<file path="src/rtl/npu_pkg.sv">
// Shared NPU definitions: default element widths for the result path and the
// state encoding used by the result requantizer's frame FSM.
package npu_pkg;

    localparam int NPU_IN_W    = 16;  // accumulator element width
    localparam int NPU_OUT_W   = 8;   // requantized element width
    localparam int NPU_SHIFT_W = 4;   // shift-control width
    localparam int NPU_ELEMS   = 16;  // 4x4 result tile

    typedef enum logic [1:0] {
        IDLE   = 2'd0,
        LOAD   = 2'd1,
        STREAM = 2'd2,
        FIN    = 2'd3
    } rq_state_e;

endpackage

</file>
<file path="src/rtl/result_requantizer_if.sv">
// Output stream of the result requantizer: one requantized element per
// out_valid/out_ready handshake, tagged with its row/column position.
//   master: drives out_data/out_row/out_col/out_last/out_valid, reads out_ready
//   slave : consumer side
interface result_requantizer_if
    import npu_pkg::*;
#(
    parameter int OUT_W = NPU_OUT_W
);
    logic [OUT_W-1:0] out_data;
    logic [1:0]       out_row;
    logic [1:0]       out_col;
    logic             out_last;
    logic             out_valid;
    logic             out_ready;

    modport master (
        output out_data, out_row, out_col, out_last, out_valid,
        input  out_ready
    );

    modport slave (
        input  out_data, out_row, out_col, out_last, out_valid,
        output out_ready
    );
endinterface

</file>
<file path="src/rtl/result_requantizer_requant_unit.sv">
// requant_unit: combinational shift / optional round / saturate of one
// accumulator element.
//   x : IN_W unsigned accumulator element
//   s : right-shift amount
//   y : OUT_W result, clamped to 2^OUT_W-1
// Build option: define REQUANT_ROUND_EN for round-half-up (adds 2^(s-1)
// before shifting); otherwise the shift truncates.
module requant_unit
    import npu_pkg::*;
#(
    parameter int IN_W    = NPU_IN_W,
    parameter int OUT_W   = NPU_OUT_W,
    parameter int SHIFT_W = NPU_SHIFT_W
) (
    input  logic [IN_W-1:0]    x,
    input  logic [SHIFT_W-1:0] s,
    output logic [OUT_W-1:0]   y
);
    // One spare bit so the rounding add of a full-scale element cannot wrap.
    localparam int MID_W = IN_W + 1;
    localparam logic [MID_W-1:0] SAT = {{(MID_W-OUT_W){1'b0}}, {OUT_W{1'b1}}};

    logic [MID_W-1:0] bias;
    logic [MID_W-1:0] shifted;

`ifdef REQUANT_ROUND_EN
    // (1 << s) >> 1 is 2^(s-1) for s>0 and 0 for s=0.
    assign bias = (MID_W'(1) << s) >> 1;
`else
    assign bias = '0;
`endif

    always_comb begin
        shifted = ({1'b0, x} + bias) >> s;
        y       = (shifted > SAT) ? SAT[OUT_W-1:0] : shifted[OUT_W-1:0];
    end

endmodule

</file>
<file path="src/rtl/result_requantizer.sv">
// result_requantizer: captures a 4x4 accumulator tile on the rising edge of
// mm_done and streams it out row-major, one requantized element per handshake.
//   clk, rst        : clock, synchronous active-high reset
//   c_in            : 4x4 unsigned result tile, c_in[row][col]
//   mm_done         : multiplier done level; its rising edge starts a frame
//   shift_amt       : right-shift, sampled with the tile
//   os (master)     : out_data/out_row/out_col/out_last/out_valid/out_ready
//   busy            : frame in progress (LOAD/STREAM/FIN)
//   frame_done      : one-cycle pulse after the last element is accepted
//   overrun         : sticky; a start edge arrived while a frame was active
// Build option: REQUANT_ROUND_EN selects rounding in requant_unit.
module result_requantizer
    import npu_pkg::*;
#(
    parameter int IN_W    = NPU_IN_W,
    parameter int OUT_W   = NPU_OUT_W,
    parameter int SHIFT_W = NPU_SHIFT_W
) (
    input  logic                          clk,
    input  logic                          rst,
    input  logic [3:0][3:0][IN_W-1:0]     c_in,
    input  logic                          mm_done,
    input  logic [SHIFT_W-1:0]            shift_amt,
    result_requantizer_if.master          os,
    output logic                          busy,
    output logic                          frame_done,
    output logic                          overrun
);
    rq_state_e                  state_q, state_d;
    logic                       mm_done_q;
    logic [15:0][IN_W-1:0]      mat_q, mat_d;       // element k = row*4+col
    logic [SHIFT_W-1:0]         shift_q, shift_d;
    logic [3:0]                 idx_q, idx_d;       // index of presented element
    logic [OUT_W-1:0]           data_q, data_d;
    logic [1:0]                 row_q, row_d;
    logic [1:0]                 col_q, col_d;
    logic                       last_q, last_d;
    logic                       valid_q, valid_d;
    logic                       overrun_q, overrun_d;

    logic                       start_edge;
    logic [3:0]                 sel_idx;
    logic [IN_W-1:0]            rq_x;
    logic [OUT_W-1:0]           rq_y;

    assign start_edge = mm_done && !mm_done_q;

    // The single requant unit always works on the element to be registered
    // next: element 0 during LOAD, otherwise the successor of the current one.
    assign sel_idx = (state_q == LOAD) ? 4'd0 : idx_q + 4'd1;
    assign rq_x    = mat_q[sel_idx];

    requant_unit #(
        .IN_W    (IN_W),
        .OUT_W   (OUT_W),
        .SHIFT_W (SHIFT_W)
    ) u_requant (
        .x (rq_x),
        .s (shift_q),
        .y (rq_y)
    );

    always_comb begin
        state_d   = state_q;
        mat_d     = mat_q;
        shift_d   = shift_q;
        idx_d     = idx_q;
        data_d    = data_q;
        row_d     = row_q;
        col_d     = col_q;
        last_d    = last_q;
        valid_d   = valid_q;
        overrun_d = overrun_q | (start_edge && (state_q != IDLE));

        case (state_q)
            IDLE: begin
                if (start_edge) begin
                    mat_d   = c_in;
                    shift_d = shift_amt;
                    state_d = LOAD;
                end
            end
            LOAD: begin
                idx_d   = 4'd0;
                data_d  = rq_y;
                row_d   = 2'd0;
                col_d   = 2'd0;
                last_d  = 1'b0;
                valid_d = 1'b1;
                state_d = STREAM;
            end
            STREAM: begin
                if (valid_q && os.out_ready) begin
                    if (idx_q == 4'd15) begin
                        valid_d = 1'b0;
                        last_d  = 1'b0;
                        state_d = FIN;
                    end else begin
                        idx_d  = sel_idx;
                        data_d = rq_y;
                        row_d  = sel_idx[3:2];
                        col_d  = sel_idx[1:0];
                        last_d = (sel_idx == 4'd15);
                    end
                end
            end
            FIN: begin
                state_d = IDLE;
            end
            default: begin
                state_d = IDLE;
            end
        endcase
    end

    always_ff @(posedge clk) begin
        if (rst) begin
            state_q   <= IDLE;
            mm_done_q <= 1'b0;
            mat_q     <= '0;
            shift_q   <= '0;
            idx_q     <= '0;
            data_q    <= '0;
            row_q     <= '0;
            col_q     <= '0;
            last_q    <= 1'b0;
            valid_q   <= 1'b0;
            overrun_q <= 1'b0;
        end else begin
            state_q   <= state_d;
            mm_done_q <= mm_done;
            mat_q     <= mat_d;
            shift_q   <= shift_d;
            idx_q     <= idx_d;
            data_q    <= data_d;
            row_q     <= row_d;
            col_q     <= col_d;
            last_q    <= last_d;
            valid_q   <= valid_d;
            overrun_q <= overrun_d;
        end
    end

    assign os.out_data  = data_q;
    assign os.out_row   = row_q;
    assign os.out_col   = col_q;
    assign os.out_last  = last_q;
    assign os.out_valid = valid_q;
    assign busy         = (state_q != IDLE);
    assign frame_done   = (state_q == FIN);
    assign overrun      = overrun_q;

endmodule

</file>
<file path="src/flat_wrapper.sv">
// flat-port wrapper written by rule: the top's interface ports become plain ports
module result_requantizer_flat import npu_pkg::*;
#(
    parameter int IN_W    = NPU_IN_W,
    parameter int OUT_W   = NPU_OUT_W,
    parameter int SHIFT_W = NPU_SHIFT_W
)
  (clk, rst, c_in, mm_done, shift_amt, busy, frame_done, overrun, os_out_data, os_out_row, os_out_col, os_out_last, os_out_valid, os_out_ready);
  result_requantizer_if #(.OUT_W(OUT_W)) os_i ();
  input  logic clk;
  input  logic rst;
  input  logic [3:0][3:0][IN_W-1:0] c_in;
  input  logic mm_done;
  input  logic [SHIFT_W-1:0] shift_amt;
  output logic busy;
  output logic frame_done;
  output logic overrun;
  output wire logic [$bits(os_i.out_data)-1:0] os_out_data;
  output wire logic [$bits(os_i.out_row)-1:0] os_out_row;
  output wire logic [$bits(os_i.out_col)-1:0] os_out_col;
  output wire logic [$bits(os_i.out_last)-1:0] os_out_last;
  output wire logic [$bits(os_i.out_valid)-1:0] os_out_valid;
  input wire logic [$bits(os_i.out_ready)-1:0] os_out_ready;
  assign os_out_data = os_i.out_data;
  assign os_out_row = os_i.out_row;
  assign os_out_col = os_i.out_col;
  assign os_out_last = os_i.out_last;
  assign os_out_valid = os_i.out_valid;
  assign os_i.out_ready = os_out_ready;
  result_requantizer #(.IN_W(IN_W), .OUT_W(OUT_W), .SHIFT_W(SHIFT_W)) u_core (.clk(clk), .rst(rst), .c_in(c_in), .mm_done(mm_done), .shift_amt(shift_amt), .os(os_i), .busy(busy), .frame_done(frame_done), .overrun(overrun));
endmodule
</file>
<file path="config.mk">
export PLATFORM = sky130hd
export DESIGN_NAME = result_requantizer_flat
export DESIGN_NICKNAME = d
export VERILOG_FILES = /design/src/rtl/npu_pkg.sv /design/src/rtl/result_requantizer_if.sv /design/src/rtl/result_requantizer_requant_unit.sv /design/src/rtl/result_requantizer.sv /design/src/flat_wrapper.sv
export SDC_FILE = /design/constraint.sdc
export NUM_CORES = 1
export LEC_CHECK = 0
export BUFFER_PORTS_ARGS = -buffer_cell sky130_fd_sc_hd__buf_4
export CAP_MARGIN = 20
export CORE_AREA = 2 2 175 305
export DETAILED_ROUTE_END_ITERATION = 10
export DIE_AREA = 0 0 177 307
export PLACE_DENSITY = 0.47
export SKIP_CTS_REPAIR_TIMING = 1
export SYNTH_ARGS = -nofsm -noshare
export SYNTH_HDL_FRONTEND = slang
export SYNTH_SLANG_ARGS = --single-unit
</file>
<file path="constraint.sdc">
create_clock -name clk -period 5.34 [get_ports clk]
set_clock_uncertainty 0.15 [all_clocks]
set_input_delay 0.267 -clock clk [delete_from_list [all_inputs] [get_ports clk]]
set_output_delay 0.267 -clock clk [all_outputs]
set_load 0.1 [all_outputs]
</file>
Yosys cells after proc, flatten, opt, wreduce, memory -nomap -nowiden
Index checks and enable logic that the tools add are counted.
Widths: inputs -> output; s select.
- bits in latches: 0
- bits in registers: 282
- input bits: 264
- RAM bits: 0
- memory bits (read-only): 0
- memories: 0
- $add $sub $neg: 1
- $lt $le $gt $ge: 2
- reductions and logical operators: 12
- eq/ne operators: 9
- $mul: 0
- multiplexer cells: 26
- shift-type cells: 1
- div/mod/pow operators: 0
- bitwise logic cells: 1
- operator list (operator ; number):
    $bmux 16 s4 ; 1
    $mux 8 ; 3
    $gt 17x8->1 const B ; 1
    $shr 16x4->17 ; 1
    $mux 16 ; 1
    $pmux 8 s2 ; 1
    $mux 2 ; 7
    $mux 4 ; 3
    $reduce_and 3->1 ; 3
    $eq 4x4->1 const B ; 2
    $pmux 2 s2 ; 2
    $pmux 2 s4 ; 1
    $pmux 4 s2 ; 1
    $ne 2x1->1 const B ; 3
    $lt 4x5->1 const B ; 1
    $add 4x1->4 const B ; 1
    $eq 2x2->1 const B ; 2
    $mux 1 ; 4
    $pmux 1 s2 ; 2
    $reduce_and 2->1 ; 2
    $reduce_bool 2->1 ; 2
    $logic_and 1x1->1 ; 3
    $eq 2x1->1 const B ; 1
    $logic_not 2->1 ; 1
    3 further kinds ; 3

Depth between registers and ports, before layout
- word-level depth: 10
- mapped depth: 15

By module
Synthesis repeated with hierarchy kept, for this count alone.
- cell total of the unflattened synthesis: 1689
- area, all modules: 13160.1 µm²
- modules (own cells, without submodules) (module ; instances ; cells each ; area each (µm²)):
    result_requantizer ; 1 ; 1591 ; 12348.1
    requant_unit ; 1 ; 98 ; 812.0

Worst setup path before layout
Ideal clock, no wire load.
- kind: flip-flop to flip-flop
- start: reg u_core.idx_q[1]
- end: reg u_core.data_q[2], in the netlist u_core.os.out_data[2]
- arrival: 3496 ps
- period minus slack after synthesis: 3798 ps
- path slack: 1542 ps
- cell stages (with the launch flop): 13
- setup time: 152 ps
- buffers on the path: 2
- cells stage by stage: dfxtp_1 > ha_1 > buf_6 > buf_6 > mux2_1 > o22ai_1 > o32ai_1 > nor2_2 > a21oi_1 > a221oi_2 > o21ai_2 > o41ai_4 > o311ai_1
- longest elaborated chain between the ends: 10
- elaborated cells on any way between the ends: 13
- RTL lines (element ; line ; text):
    start: declaration ; result_requantizer.sv:33 ; logic [3:0] idx_q, idx_d;
    start signal: assignment ; result_requantizer.sv:134 ; idx_q <= idx_d;
    $add 4x1->4 ; result_requantizer.sv:50 ; assign sel_idx = (state_q == LOAD) ? 4'd0 : idx_q + 4'd1;
    $mux 4 ; result_requantizer.sv:50 ;
    $bmux 16 s4 ; result_requantizer.sv:51 ; assign rq_x = mat_q[sel_idx];
    $mux 16 (not written as such) ; result_requantizer.sv:51 ;
    $shr 16x4->17 ; result_requantizer_requant_unit.sv:34 ; shifted = ({1'b0, x} + bias) >> s;
    $gt 17x8->1 ; result_requantizer_requant_unit.sv:35 ; y = (shifted > SAT) ? SAT[OUT_W-1:0] : shifted[OUT_W-1:0];
    $mux 8 ; result_requantizer_requant_unit.sv:35 ;
    $mux 8 ; result_requantizer.sv:94 ; if (idx_q == 4'd15) begin
    $mux 8 ; result_requantizer.sv:93 ; if (valid_q && os.out_ready) begin
    $pmux 8 s2 ; result_requantizer.sv:75 ; case (state_q)
    end signal: assignment ; result_requantizer.sv:135 ; data_q <= data_d;
    end: declaration ; result_requantizer.sv:34 ; logic [OUT_W-1:0] data_q, data_d;
Parallel ways exist; a longest one is shown, timed or not. The select of a mux whose other input is x is not followed.
A chain may end at the register's enable or synchronous reset.

Worst setup path in the final report
- start: reg u_core.state_q[1]
- end: reg u_core.data_q[0], in the netlist u_core.os.out_data[0]
- longest elaborated chain between the ends: 10
- elaborated cells on any way between the ends: 15
- RTL lines (element ; line ; text):
    start: declaration ; result_requantizer.sv:29 ; rq_state_e state_q, state_d;
    start signal: assignment ; result_requantizer.sv:130 ; state_q <= state_d;
    $eq 2x1->1 ; result_requantizer.sv:50, result_requantizer.sv:75 ;
    $mux 4 ; result_requantizer.sv:50 ;
    $bmux 16 s4 ; result_requantizer.sv:51 ;
    $mux 16 (not written as such) ; result_requantizer.sv:51 ;
    $shr 16x4->17 ; result_requantizer_requant_unit.sv:34 ;
    $gt 17x8->1 ; result_requantizer_requant_unit.sv:35 ;
    $mux 8 ; result_requantizer_requant_unit.sv:35 ;
    $mux 8 ; result_requantizer.sv:94 ;
    $mux 8 ; result_requantizer.sv:93 ;
    $pmux 8 s2 ; result_requantizer.sv:75 ;
Parallel ways exist; a longest one is shown, timed or not. The select of a mux whose other input is x is not followed.

==> flow_metrics.env <==
export IMPL_rsz0062_at_grt="false"
export IMPL_rows=111
export IMPL_synthMuxAreaShare=0.0789
export IMPL_rr_startpoint="u_core.state_q[1]"
export IMPL_area_delta_synth_final_pct=47.5
export IMPL_cp_common_cell="mux2_2"
export IMPL_p_leak_uw=0.00721
export IMPL_dp_cells=2499
export IMPL_track_usage=0.196
export IMPL_ys_ff_latch=278
export IMPL_synthCells=1660
export IMPL_final_instance_count_excl_fill=2811
export IMPL_min_period_ps=4430
export IMPL_drc=0
export IMPL_grt_pass1_wl_um=79200
export IMPL_async_flop_share=0
export IMPL_end_kind="flop"
export IMPL_hold_viol=0
export IMPL_port_buffers=280
export IMPL_crit_fanout=43
export IMPL_period_share=0.831
export IMPL_core_um2=52100
export IMPL_max_freq_mhz=225
export IMPL_synthAdderAreaFrac=0.00489
export IMPL_ys_types=77
export IMPL_synth_simple_area_share=0.229
export IMPL_cts_sinks=278
export IMPL_io_pins=281
export IMPL_slew_viol_final=0
export IMPL_clk_latency_ps=570
export IMPL_vias=13500
export IMPL_wire_per_inst_um=20.4
export IMPL_r2r_slack_ps=910
export IMPL_powerDensity_nw_per_um2=395
export IMPL_drive_gt1_frac=0.187
export IMPL_die_h_um=307
export IMPL_grt_max_degree=164
export IMPL_overflow=0
export IMPL_viasPerCell=4.79
export IMPL_worst_path_largest_cell_delay_ps=690
export IMPL_fp_dieW_um=177
export IMPL_grt_pass1_vias=12600
export IMPL_ys_flop_type="dfxtp_1"
export IMPL_tns_ps=0
export IMPL_floorplan_initialDensity=0.246
export IMPL_path_cells="inv_1 > ha_1 > nor2_8 > mux2_2 > o21ai_0 > o22ai_1 > a311oi_1 > mux2_2 > mux2i_1 > mux2_1 > o211ai_1 > nand3_1"
export IMPL_startpoint_type="flop"
export IMPL_dieArea_um2=54300
export IMPL_ir_drop_uv=337
export IMPL_cts_tree="built"
export IMPL_ys_warn_count=0
export IMPL_reg2reg_depth=12
export IMPL_min_from="rst"
export IMPL_syn_area_per_cell_um2=7.71
export IMPL_fin_nets=2383
export IMPL_firstDrtPassIters=4
export IMPL_synth_seq_area_share=0.435
export IMPL_diodes=0
export IMPL_synth_enable_flop_cells=0
export IMPL_hp_class="in2reg"
export IMPL_antenna_found_initial=0
export IMPL_whs_endpoint="u_core.shift_q[3]"
export IMPL_synth_compound_area_share=0.200
export IMPL_fillers=5447
export IMPL_design_area_um2=18900
export IMPL_final_cell_mix="nand2_1, a21oi_1, buf_4"
export IMPL_routed_wl_um=57400
export IMPL_h_tree_depth=1
export IMPL_cts_path_max_buffers=3
export IMPL_synth_top_family_by_area="simple AND/OR/NAND/NOR gates"
export IMPL_setup_violations=0
export IMPL_clk_pin_slew_worst_paths_ps=70
export IMPL_drtAntennaViolNets=0
export IMPL_yosys_area_share_xor_xnor=0.000685
export IMPL_r2r_end="u_core.os.out_data[0]"
export IMPL_crit_type="reg2reg"
export IMPL_cp_arrival_ps=4710
export IMPL_hpwlAfterDp_um=41400
export IMPL_ctsRootBufferMaster="clkbuf_16"
export IMPL_cts_inserted_buffers=29
export IMPL_slowest_stage="nor2_8"
export IMPL_layout_commonest_cell="nand2_1"
export IMPL_relSlewSlack=0.273
export IMPL_holdPathStages=2
export IMPL_cp_data_required_time_ps=5610
export IMPL_drtIter0Drc=803
export IMPL_status="finished clean"
export IMPL_tightest_slew_ps=1090
export IMPL_cap_violations=0
export IMPL_dpl_instance_area_um2=15400
export IMPL_gp_congestion=0.921
export IMPL_syn_nets=1929
export IMPL_synthesis_area_um2=12800
export IMPL_utilization=0.362
critical path, delay by kind of cell (launching register included):
family	cells	cell delay, ps
AO/OA/AOI/OAI	4	1190
flip-flops	1	380
multiplexers	4	1180
buffers and inverters	1	80
AND/OR/NAND/NOR	2	780
adder cells (fa/ha/maj)	1	450
logic make-up (layout without fill, tap and decap cells):
| family | count (synthesis) | count (layout) |
|---|---|---|
| xor+xnor | 1 | 1 |
| fa+ha+maj | 5 | 5 |
| mux | 72 | 72 |
| compound gates | 426 | 426 |
| flops | 278 | 278 |
| buf+inv | 147 | 620 |
| simple gates | 731 | 731 |
report_power, final:
group	internal [uW]	switching (uW)	total (uW)
clock	1090	879	1970
combinational	962	1850	2810
sequential	2440	242	2680
total	4490	2970	7460
sequential cells by signal, summed over array words and instances (netlist names):
| signal | cells |
|---|---|
| u_core.mat_q | 256 |
| u_core.state_q | 2 |
| u_core.mm_done_q | 1 |
| u_core.os.out_valid | 1 |
| u_core.os.out_last | 1 |
| u_core.overrun | 1 |
| u_core.os.out_data | 8 |
| u_core.shift_q | 4 |
| u_core.idx_q | 3 |
| u_core.os.out_row | 1 |
per-stage QoR:
| step | total power [uW] | hold slack (ps) | setup slack [ps] |
|---|---|---|---|
| global route | 7860 | 78.1 | 724 |
| finish | 7460 | 43.5 | 905 |
| floorplan | 4400 | 245 | 1540 |
| global placement | 5390 | 290 | 844 |
| detailed placement | 5400 | 292 | 910 |
| CTS | 7380 | -243 | 876 |
cell usage after synthesis, types with 10 or more instances:
library cell  instances  area, um^2
nand3_1              21         105
dfxtp_1             278        5570
mux2i_1              35         350
mux2_2               12         135
o22ai_1              10        62.6
o221ai_1             17         149
nand2_1             617        2320
mux4_2               21         473
nor2b_1              13        81.3
nor3_1               15        75.1
a211oi_1             18         135
buf_2                21         105
a311oi_1             10        87.6
a21oi_1             293        1470
o21ai_0              10        50.1
clkbuf_1             98         368
nor2_1               32         120
area by class of cell:
cell class / instances / area (um^2) / share of cell area
tap: 678 / 848 / 0.0450
sequential: 278 / 5570 / 0.295
inverter: 11 / 41.3 / 0.00219
multi-input combinational: 1235 / 6590 / 0.349
timing repair buffer: 559 / 4920 / 0.261
clock inverter: 13 / 109 / 0.00577
clock buffer: 37 / 786 / 0.0416
per-layer routing:
metal | track usage | routed length [um]
met1 | 0.217 | 22000
met3 | 0.0184 | 1630
met5 | 0 | 0
met2 | 0.373 | 31000
met4 | 0.0874 | 2710
worst max-delay path by stage:
| stage | start | to | depth (start not counted) |
|---|---|---|---|
| CTS | u_core.state_q[1] | u_core.os.out_data[0] | 12 |
| detailed placement | u_core.state_q[1] | u_core.os.out_data[0] | 12 |
| finish | u_core.state_q[1] | u_core.os.out_data[0] | 12 |
| floorplan | u_core.idx_q[1] | u_core.os.out_data[2] | 12 |
| global placement | u_core.state_q[1] | u_core.os.out_data[0] | 12 |
| global route | u_core.idx_q[0] | u_core.os.out_data[6] | 10 |
Power figures use the tool's default switching activity.
